$ cat config.mk
export PLATFORM = sky130hd
export DESIGN_NAME = crawl_sequencer
export DESIGN_NICKNAME = d
export VERILOG_FILES = /design/src/rtl/crawl_sequencer.sv
export SDC_FILE = /design/constraint.sdc
export NUM_CORES = 1
export LEC_CHECK = 0
export BUFFER_PORTS_ARGS = -buffer_cell sky130_fd_sc_hd__buf_2
export CAP_MARGIN = 20
export CORE_UTILIZATION = 59
export CTS_BUF_LIST = sky130_fd_sc_hd__clkbuf_16
export DETAILED_ROUTE_END_ITERATION = 8
export PLACE_DENSITY = 0.85
export SETUP_SLACK_MARGIN = 0.15
export SYNTH_ARGS = -nofsm -noshare
export SYNTH_HDL_FRONTEND = slang
export SYNTH_SLANG_ARGS = --single-unit
$ cat constraint.sdc
create_clock -name CLK -period 6.12 [get_ports CLK]
set_input_delay 0.612 -clock CLK [delete_from_list [all_inputs] [get_ports CLK]]
set_output_delay 0.612 -clock CLK [all_outputs]
set_load 0.02 [all_outputs]
$ cat src/rtl/crawl_sequencer.sv
`default_nettype none
// ============================================================================
//  Module      : crawl_sequencer
//  Description : Run/pause/single-step controller for the crawling 4-digit
//                message display. A prescaler on the board clock produces
//                step enables at a slow or fast rate. Each step moves a
//                circular read position through a packed nibble message. The
//                4-nibble window at that position goes to the display mux.
//  Option      : CRAWL_PAUSE_AT_WRAP_EN - when defined, a RUN step that wraps
//                the position also drops the sequencer into PAUSE, so the
//                message plays through once and stops.
//  Revision    : 1.0 - initial single-clock-domain release
// ============================================================================
module crawl_sequencer #(
    parameter int SLOW_DIV = 50_000_000,   // cycles per step, normal rate
    parameter int FAST_DIV = 12_500_000,   // cycles per step, fast rate (2..SLOW_DIV)
    parameter int MSG_LEN  = 8             // message length in nibbles (>= 4)
) (
    input  logic                         CLK,
    input  logic                         CLEAR,
    input  logic                         ON_OFF,
    input  logic                         SW0,
    input  logic                         SW1,
    input  logic                         SW2,
    input  logic [4*MSG_LEN-1:0]         MSG,
    output logic [15:0]                  WINDOW,
    output logic [$clog2(MSG_LEN)-1:0]   POS,
    output logic                         RUNNING,
    output logic                         STEP_PULSE
);

    localparam int PW = $clog2(MSG_LEN);
    localparam int CW = $clog2(SLOW_DIV);

    localparam logic [CW-1:0] SLOW_TC  = CW'(SLOW_DIV - 1);
    localparam logic [CW-1:0] FAST_TC  = CW'(FAST_DIV - 1);
    localparam logic [PW-1:0] POS_LAST = PW'(MSG_LEN - 1);
    localparam logic [PW:0]   LEN_EXT  = (PW+1)'(MSG_LEN);

    typedef enum logic [1:0] {
        ST_IDLE  = 2'd0,
        ST_RUN   = 2'd1,
        ST_PAUSE = 2'd2
    } state_t;

    state_t          state_q, state_d;
    logic [CW-1:0]   cnt_q, cnt_d;
    logic [PW-1:0]   pos_q, pos_d;
    logic            running_q, running_d;
    logic            step_pulse_q, step_pulse_d;

    // Bit 0 is the first synchronizer stage; the button chains carry a third
    // flop so a rising edge of the synchronized level can be detected.
    logic [2:0]      on_off_sync_q, on_off_sync_d;
    logic [2:0]      sw2_sync_q, sw2_sync_d;
    logic [1:0]      sw0_sync_q, sw0_sync_d;
    logic [1:0]      sw1_sync_q, sw1_sync_d;

    logic            w_on_off_rise;
    logic            w_sw2_rise;
    logic            w_sw0_change;
    logic            w_fast;
    logic            w_backward;
    logic            w_tc;
    logic            w_step_run;
    logic            w_step_single;
    logic            w_step;
    logic            w_wrap;
    logic [PW-1:0]   w_pos_next;

    // Synchronized views of the panel inputs.
    assign w_on_off_rise = on_off_sync_q[1] & ~on_off_sync_q[2];
    assign w_sw2_rise    = sw2_sync_q[1]    & ~sw2_sync_q[2];
    // The speed change is seen one cycle early (stage 0 vs stage 1) so the
    // prescaler clears on the very edge the synchronized speed flips.
    assign w_sw0_change  = sw0_sync_q[0] ^ sw0_sync_q[1];
    assign w_fast        = sw0_sync_q[1];
    assign w_backward    = sw1_sync_q[1];

    // Shift the asynchronous panel inputs into their synchronizer chains.
    always_comb begin
        on_off_sync_d = {on_off_sync_q[1:0], ON_OFF};
        sw2_sync_d    = {sw2_sync_q[1:0], SW2};
        sw0_sync_d    = {sw0_sync_q[0], SW0};
        sw1_sync_d    = {sw1_sync_q[0], SW1};
    end

    // Next position and wrap detection for a step in the selected direction.
    always_comb begin
        w_pos_next = pos_q;
        w_wrap     = 1'b0;
        if (w_backward) begin
            w_wrap     = (pos_q == '0);
            w_pos_next = w_wrap ? POS_LAST : pos_q - PW'(1);
        end else begin
            w_wrap     = (pos_q == POS_LAST);
            w_pos_next = w_wrap ? '0 : pos_q + PW'(1);
        end
    end

    // State machine, prescaler and step generation.
    always_comb begin
        state_d       = state_q;
        cnt_d         = '0;
        pos_d         = pos_q;
        w_step_run    = 1'b0;
        w_step_single = 1'b0;
        w_tc          = (cnt_q == (w_fast ? FAST_TC : SLOW_TC));

        case (state_q)
            ST_IDLE, ST_PAUSE: begin
                // A start press wins over a simultaneous single-step press.
                if (w_on_off_rise) begin
                    state_d = ST_RUN;
                end else if (w_sw2_rise) begin
                    w_step_single = 1'b1;
                end
            end
            ST_RUN: begin
                // A speed change restarts the count and suppresses the step.
                if (!w_sw0_change && w_tc) begin
                    w_step_run = 1'b1;
                end
                if (w_on_off_rise) begin
                    state_d = ST_PAUSE;
                end
            end
            default: begin
                state_d = ST_IDLE;
            end
        endcase

`ifdef CRAWL_PAUSE_AT_WRAP_EN
        // Play the message once: a wrapping RUN step parks the sequencer.
        if (w_step_run && w_wrap) begin
            state_d = ST_PAUSE;
        end
`endif

        w_step = w_step_run | w_step_single;
        if (w_step) begin
            pos_d = w_pos_next;
        end

        // Counter only advances while staying in RUN; it is zero otherwise,
        // which also makes it zero on the RUN entry edge.
        if ((state_q == ST_RUN) && (state_d == ST_RUN) && !w_sw0_change && !w_tc) begin
            cnt_d = cnt_q + CW'(1);
        end

        step_pulse_d = w_step;
        running_d    = (state_d == ST_RUN);
    end

    // All state registers, cleared asynchronously by CLEAR.
    always_ff @(posedge CLK or posedge CLEAR) begin
        if (CLEAR) begin
            state_q       <= ST_IDLE;
            cnt_q         <= '0;
            pos_q         <= '0;
            running_q     <= 1'b0;
            step_pulse_q  <= 1'b0;
            on_off_sync_q <= '0;
            sw2_sync_q    <= '0;
            sw0_sync_q    <= '0;
            sw1_sync_q    <= '0;
        end else begin
            state_q       <= state_d;
            cnt_q         <= cnt_d;
            pos_q         <= pos_d;
            running_q     <= running_d;
            step_pulse_q  <= step_pulse_d;
            on_off_sync_q <= on_off_sync_d;
            sw2_sync_q    <= sw2_sync_d;
            sw0_sync_q    <= sw0_sync_d;
            sw1_sync_q    <= sw1_sync_d;
        end
    end

    // Window slot k shows nibble (POS+k) mod MSG_LEN; slot 0 is the top digit.
    // MSG_LEN >= 4 means a single conditional subtract covers the modulo.
    for (genvar k = 0; k < 4; k++) begin : g_window
        logic [PW:0]   idx_sum;
        logic [PW-1:0] idx;
        assign idx_sum = {1'b0, pos_q} + (PW+1)'(k);
        assign idx     = (idx_sum >= LEN_EXT) ? PW'(idx_sum - LEN_EXT) : idx_sum[PW-1:0];
        assign WINDOW[15-4*k -: 4] = MSG[4*idx +: 4];
    end

    assign POS        = pos_q;
    assign RUNNING    = running_q;
    assign STEP_PULSE = step_pulse_q;

endmodule
`default_nettype wire

==> impl_results.rst <==
.. list-table::
   :header-rows: 1

   * - Metric
     - Value
   * - Slowest cell delay on critical path
     - 0.78 ns
   * - Placer Congestion
     - 0.8247
   * - Detailed-route DRC error count
     - 2
   * - Yosys warning count
     - 0
   * - Worst slew pin tran
     - 0.9047 ns
   * - Worst-path cell chain
     - buf_16, inv_1, ha_1, xor2_1, mux4_2, buf_2
   * - Biggest area consumer among synthesized cells
     - sky130_fd_sc_hd__dfrtp_1
   * - Wire length per cell
     - 15.41 µm
   * - Count of buffers inserted at the top-level ports
     - 58
   * - DRC violation total after the first TritonRoute iteration
     - 108
   * - Post CTS Setup Buffer Count
     - 0
   * - Antenna Diode Count
     - 0
   * - DIE HEIGHT
     - 70.94 µm
   * - Worst hold path depth
     - 0
   * - Post-layout net count
     - 346
   * - Ys async rst share
     - 1.000
   * - Htree depth
     - 2
   * - Reg2Reg Setup Slack
     - 3.77 ns
   * - Number of enable flip-flop cells after synthesis
     - 0
   * - Dominant delay contributor by cell family on the critical path
     - flip-flops
   * - Highest-delay cell along the critical path
     - sky130_fd_sc_hd__dfrtp_1
   * - Die W
     - 70.94 µm
   * - HP Start
     - on_off_sync_q[0]
   * - Post-Route WL
     - 5.485 mm
   * - Launch point of the critical path
     - POS[0]
   * - Synth top area cells
     - sky130_fd_sc_hd__dfrtp_1 38%, sky130_fd_sc_hd__mux2_2 14%, sky130_fd_sc_hd__mux4_2 13%, sky130_fd_sc_hd__xnor2_1 5.9%, sky130_fd_sc_hd__nor2_1 4.6%
   * - Post-detailed-placement half-perimeter wirelength
     - 3.871 mm
   * - Reg-to-reg startpoint
     - cnt_q[0]
   * - # IOs
     - 59
   * - Ratio of total power to cell area
     - 446.5 nW/µm²
   * - Sum of internal, switching and leakage power
     - 1460 µW
   * - Number of global-route vias before repair
     - 1,989
   * - Distinct cell type count of the synthesized netlist
     - 43
   * - Cell area after synthesis
     - 2804 µm²
   * - Post-Synthesis Net Count
     - 288
   * - Max-cap violations
     - 0
   * - Number of sinks on the clock net
     - 43
   * - Antenna-violating nets left
     - 0
   * - # hold bufs at CTS
     - 0
   * - Endpoints failing setup
     - 0
   * - Most common flop cell mapped by yosys
     - sky130_fd_sc_hd__dfrtp_1
   * - Result of the run
     - finished with violations
   * - Setup crit start kind
     - flip-flop
   * - Drt first pass iters
     - 9
   * - Worst ir drop on vdd
     - 0.2765 mV
   * - Number of register bits inferred by synthesis
     - 43
   * - Overall die area
     - 5032 µm²
   * - Area share of the largest cell type after synthesis
     - 0.3838
   * - Hold violation total from the final report
     - 0
   * - First-pass GRT wire length
     - 8.859 mm
   * - Clock root buffer
     - sky130_fd_sc_hd__clkbuf_16
   * - Leakage power of the design
     - 0.001375 µW
   * - Initial antenna violation count
     - 0
   * - Max Clock Freq
     - 285.4 MHz
   * - Placeable core region
     - 4474 µm²
   * - Commonest non-fill, non-tap cells in the layout
     - 58 x sky130_fd_sc_hd__buf_2, 43 x sky130_fd_sc_hd__dfrtp_1, 35 x sky130_fd_sc_hd__mux2_2
   * - Post-Route Setup TNS
     - 0 ns
   * - Buffer depth of the longest clock path
     - 2
   * - Finished Cell Area
     - 3271 µm²
   * - Worst Reg2Reg Path Length in Cells
     - 6
   * - Worst Hold Endpoint
     - on_off_sync_q[1]
   * - Final Skew
     - 0.004837 ns
   * - Reg-to-reg endpoint
     - cnt_q[2]
   * - Pins Over Slew Limit
     - 0
   * - TritonCTS buffer count
     - 5
   * - DR vias
     - 2,061
   * - Post-DP Area
     - 3098 µm²
   * - Clock latency on the worst-skew pair
     - 0.28 ns
   * - Final cycle utilization of the critical path
     - 0.5726
   * - Sum of buffers and inverters on the critical path
     - 3
   * - CTS tree
     - built
   * - Post-DR vias/cell
     - 5.789
   * - Hold Path Class
     - reg -> reg
   * - Pin count of the biggest net entering global routing
     - 44
   * - Global-route usage over all layers
     - 0.2239
   * - Setup crit end kind
     - output port
   * - Number of instances resized during post-cts repair
     - 0
   * - Max_slew headroom
     - 0.3969
   * - Rows
     - 24
   * - Critical path class
     - reg -> out
   * - Mean instance size in the synthesized netlist
     - 11.44 µm²
   * - Leading cell type in the layout, fill and taps excluded
     - sky130_fd_sc_hd__buf_2
   * - Share of the yosys chip area belonging to registers
     - 0.3838
   * - Share of post-route cells with drive strength above 1
     - 0.4309
   * - Tmin final
     - 3.504 ns
   * - RSZ-0062 raised after global routing
     - false
   * - Starting density of the core
     - 0.6267
   * - Relative area change from synthesis to final layout
     - 16.64%
   * - CTS clk-pin slew, worst paths
     - 0.06 ns
   * - Utilization after layout
     - 0.7310
   * - Failing checks
     - design-rule violations
   * - Max Fanout on Critical Path
     - 20
   * - Number of instances in the synthesized netlist
     - 245
   * - Required arrival time at the worst endpoint
     - 5.51 ns
   * - Total gr overflow
     - 0
   * - Arrival time at the worst endpoint
     - 2.89 ns
cells in the mapped netlist (5+ instances only):
cell,n
sky130_fd_sc_hd__dfrtp_1,43
sky130_fd_sc_hd__ha_1,5
sky130_fd_sc_hd__inv_1,10
sky130_fd_sc_hd__mux2_2,35
sky130_fd_sc_hd__mux4_2,16
sky130_fd_sc_hd__nand2_1,12
sky130_fd_sc_hd__nand3_1,6
sky130_fd_sc_hd__nor2_1,34
sky130_fd_sc_hd__nor3_1,9
sky130_fd_sc_hd__xnor2_1,19
sky130_fd_sc_hd__xor2_1,7
area by class of cell:
| cell class | count | area, µm² |
|---|---|---|
| Multi-Input combinational cell | 182 | 1618 |
| Fill cell | 316 | 1204 |
| Sequential cell | 43 | 1076 |
| Timing Repair Buffer | 60 | 325.3 |
| Clock buffer | 5 | 125.1 |
| Tap cell | 52 | 65.06 |
| Inverter | 11 | 41.29 |
| Clock inverter | 3 | 20.02 |
worst reg2reg max path, delay by kind of cell, from the launching register on:
family | cells | cell delay, ns
compound gates | 1 | 0.16
fa+ha+maj | 1 | 0.22
flops | 1 | 0.39
simple gates | 4 | 1.42
routing by layer:
layer  GRT usage  vias to the layer above  wire [µm]
met3     0.04558                        2        267
li1            -                      992          -
met1      0.2850                      996       2402
met4     0.06444                        0         25
met5           0                        -          0
met2      0.3900                       71       2791
power by group:
| group | total, µW | internal [µW] | switching [µW] | leakage (µW) |
|---|---|---|---|---|
| clock network | 254 | 150 | 104 | 0.0000658 |
| registers | 364 | 309 | 54.9 | 0.000566 |
| logic | 843 | 419 | 424 | 0.000744 |
logic make-up after synthesis:
| kind of cell | after synthesis | share of synthesized area |
|---|---|---|
| simple gates | 89 | 0.1763 |
| mux | 54 | 0.2798 |
| flops | 43 | 0.3838 |
| xor+xnor | 26 | 0.08121 |
| buf+inv | 20 | 0.03927 |
| compound gates | 8 | 0.01741 |
| fa+ha+maj | 5 | 0.02231 |
metrics by stage:
stage          std cells  setup slack [ns]  hold slack, ns
4_1_cts              355             2.261          0.3523
6_report             356             2.616          0.3496
3_5_place_dp         347             2.571          0.3381
3_3_place_gp         347             2.649          0.3324
5_1_grt              356             2.419          0.3651
2_1_floorplan        245             3.207          0.3312
flip-flops by register name, indices dropped and copies added (netlist names):
signal,flops
cnt_q,26
POS,3
on_off_sync_q,3
sw2_sync_q,3
state_q,2
sw0_sync_q,2
sw1_sync_q,2
RUNNING,1
STEP_PULSE,1
worst max-delay path by stage:
stage                     end  depth (start not counted)
finish              WINDOW[2]                          6
global route        WINDOW[2]                          6
CTS                 WINDOW[2]                          5
detailed placement  WINDOW[2]                          5
global placement    WINDOW[2]                          5
floorplan           WINDOW[0]                          6
Note: power is estimated with default switching activity, not from simulation.
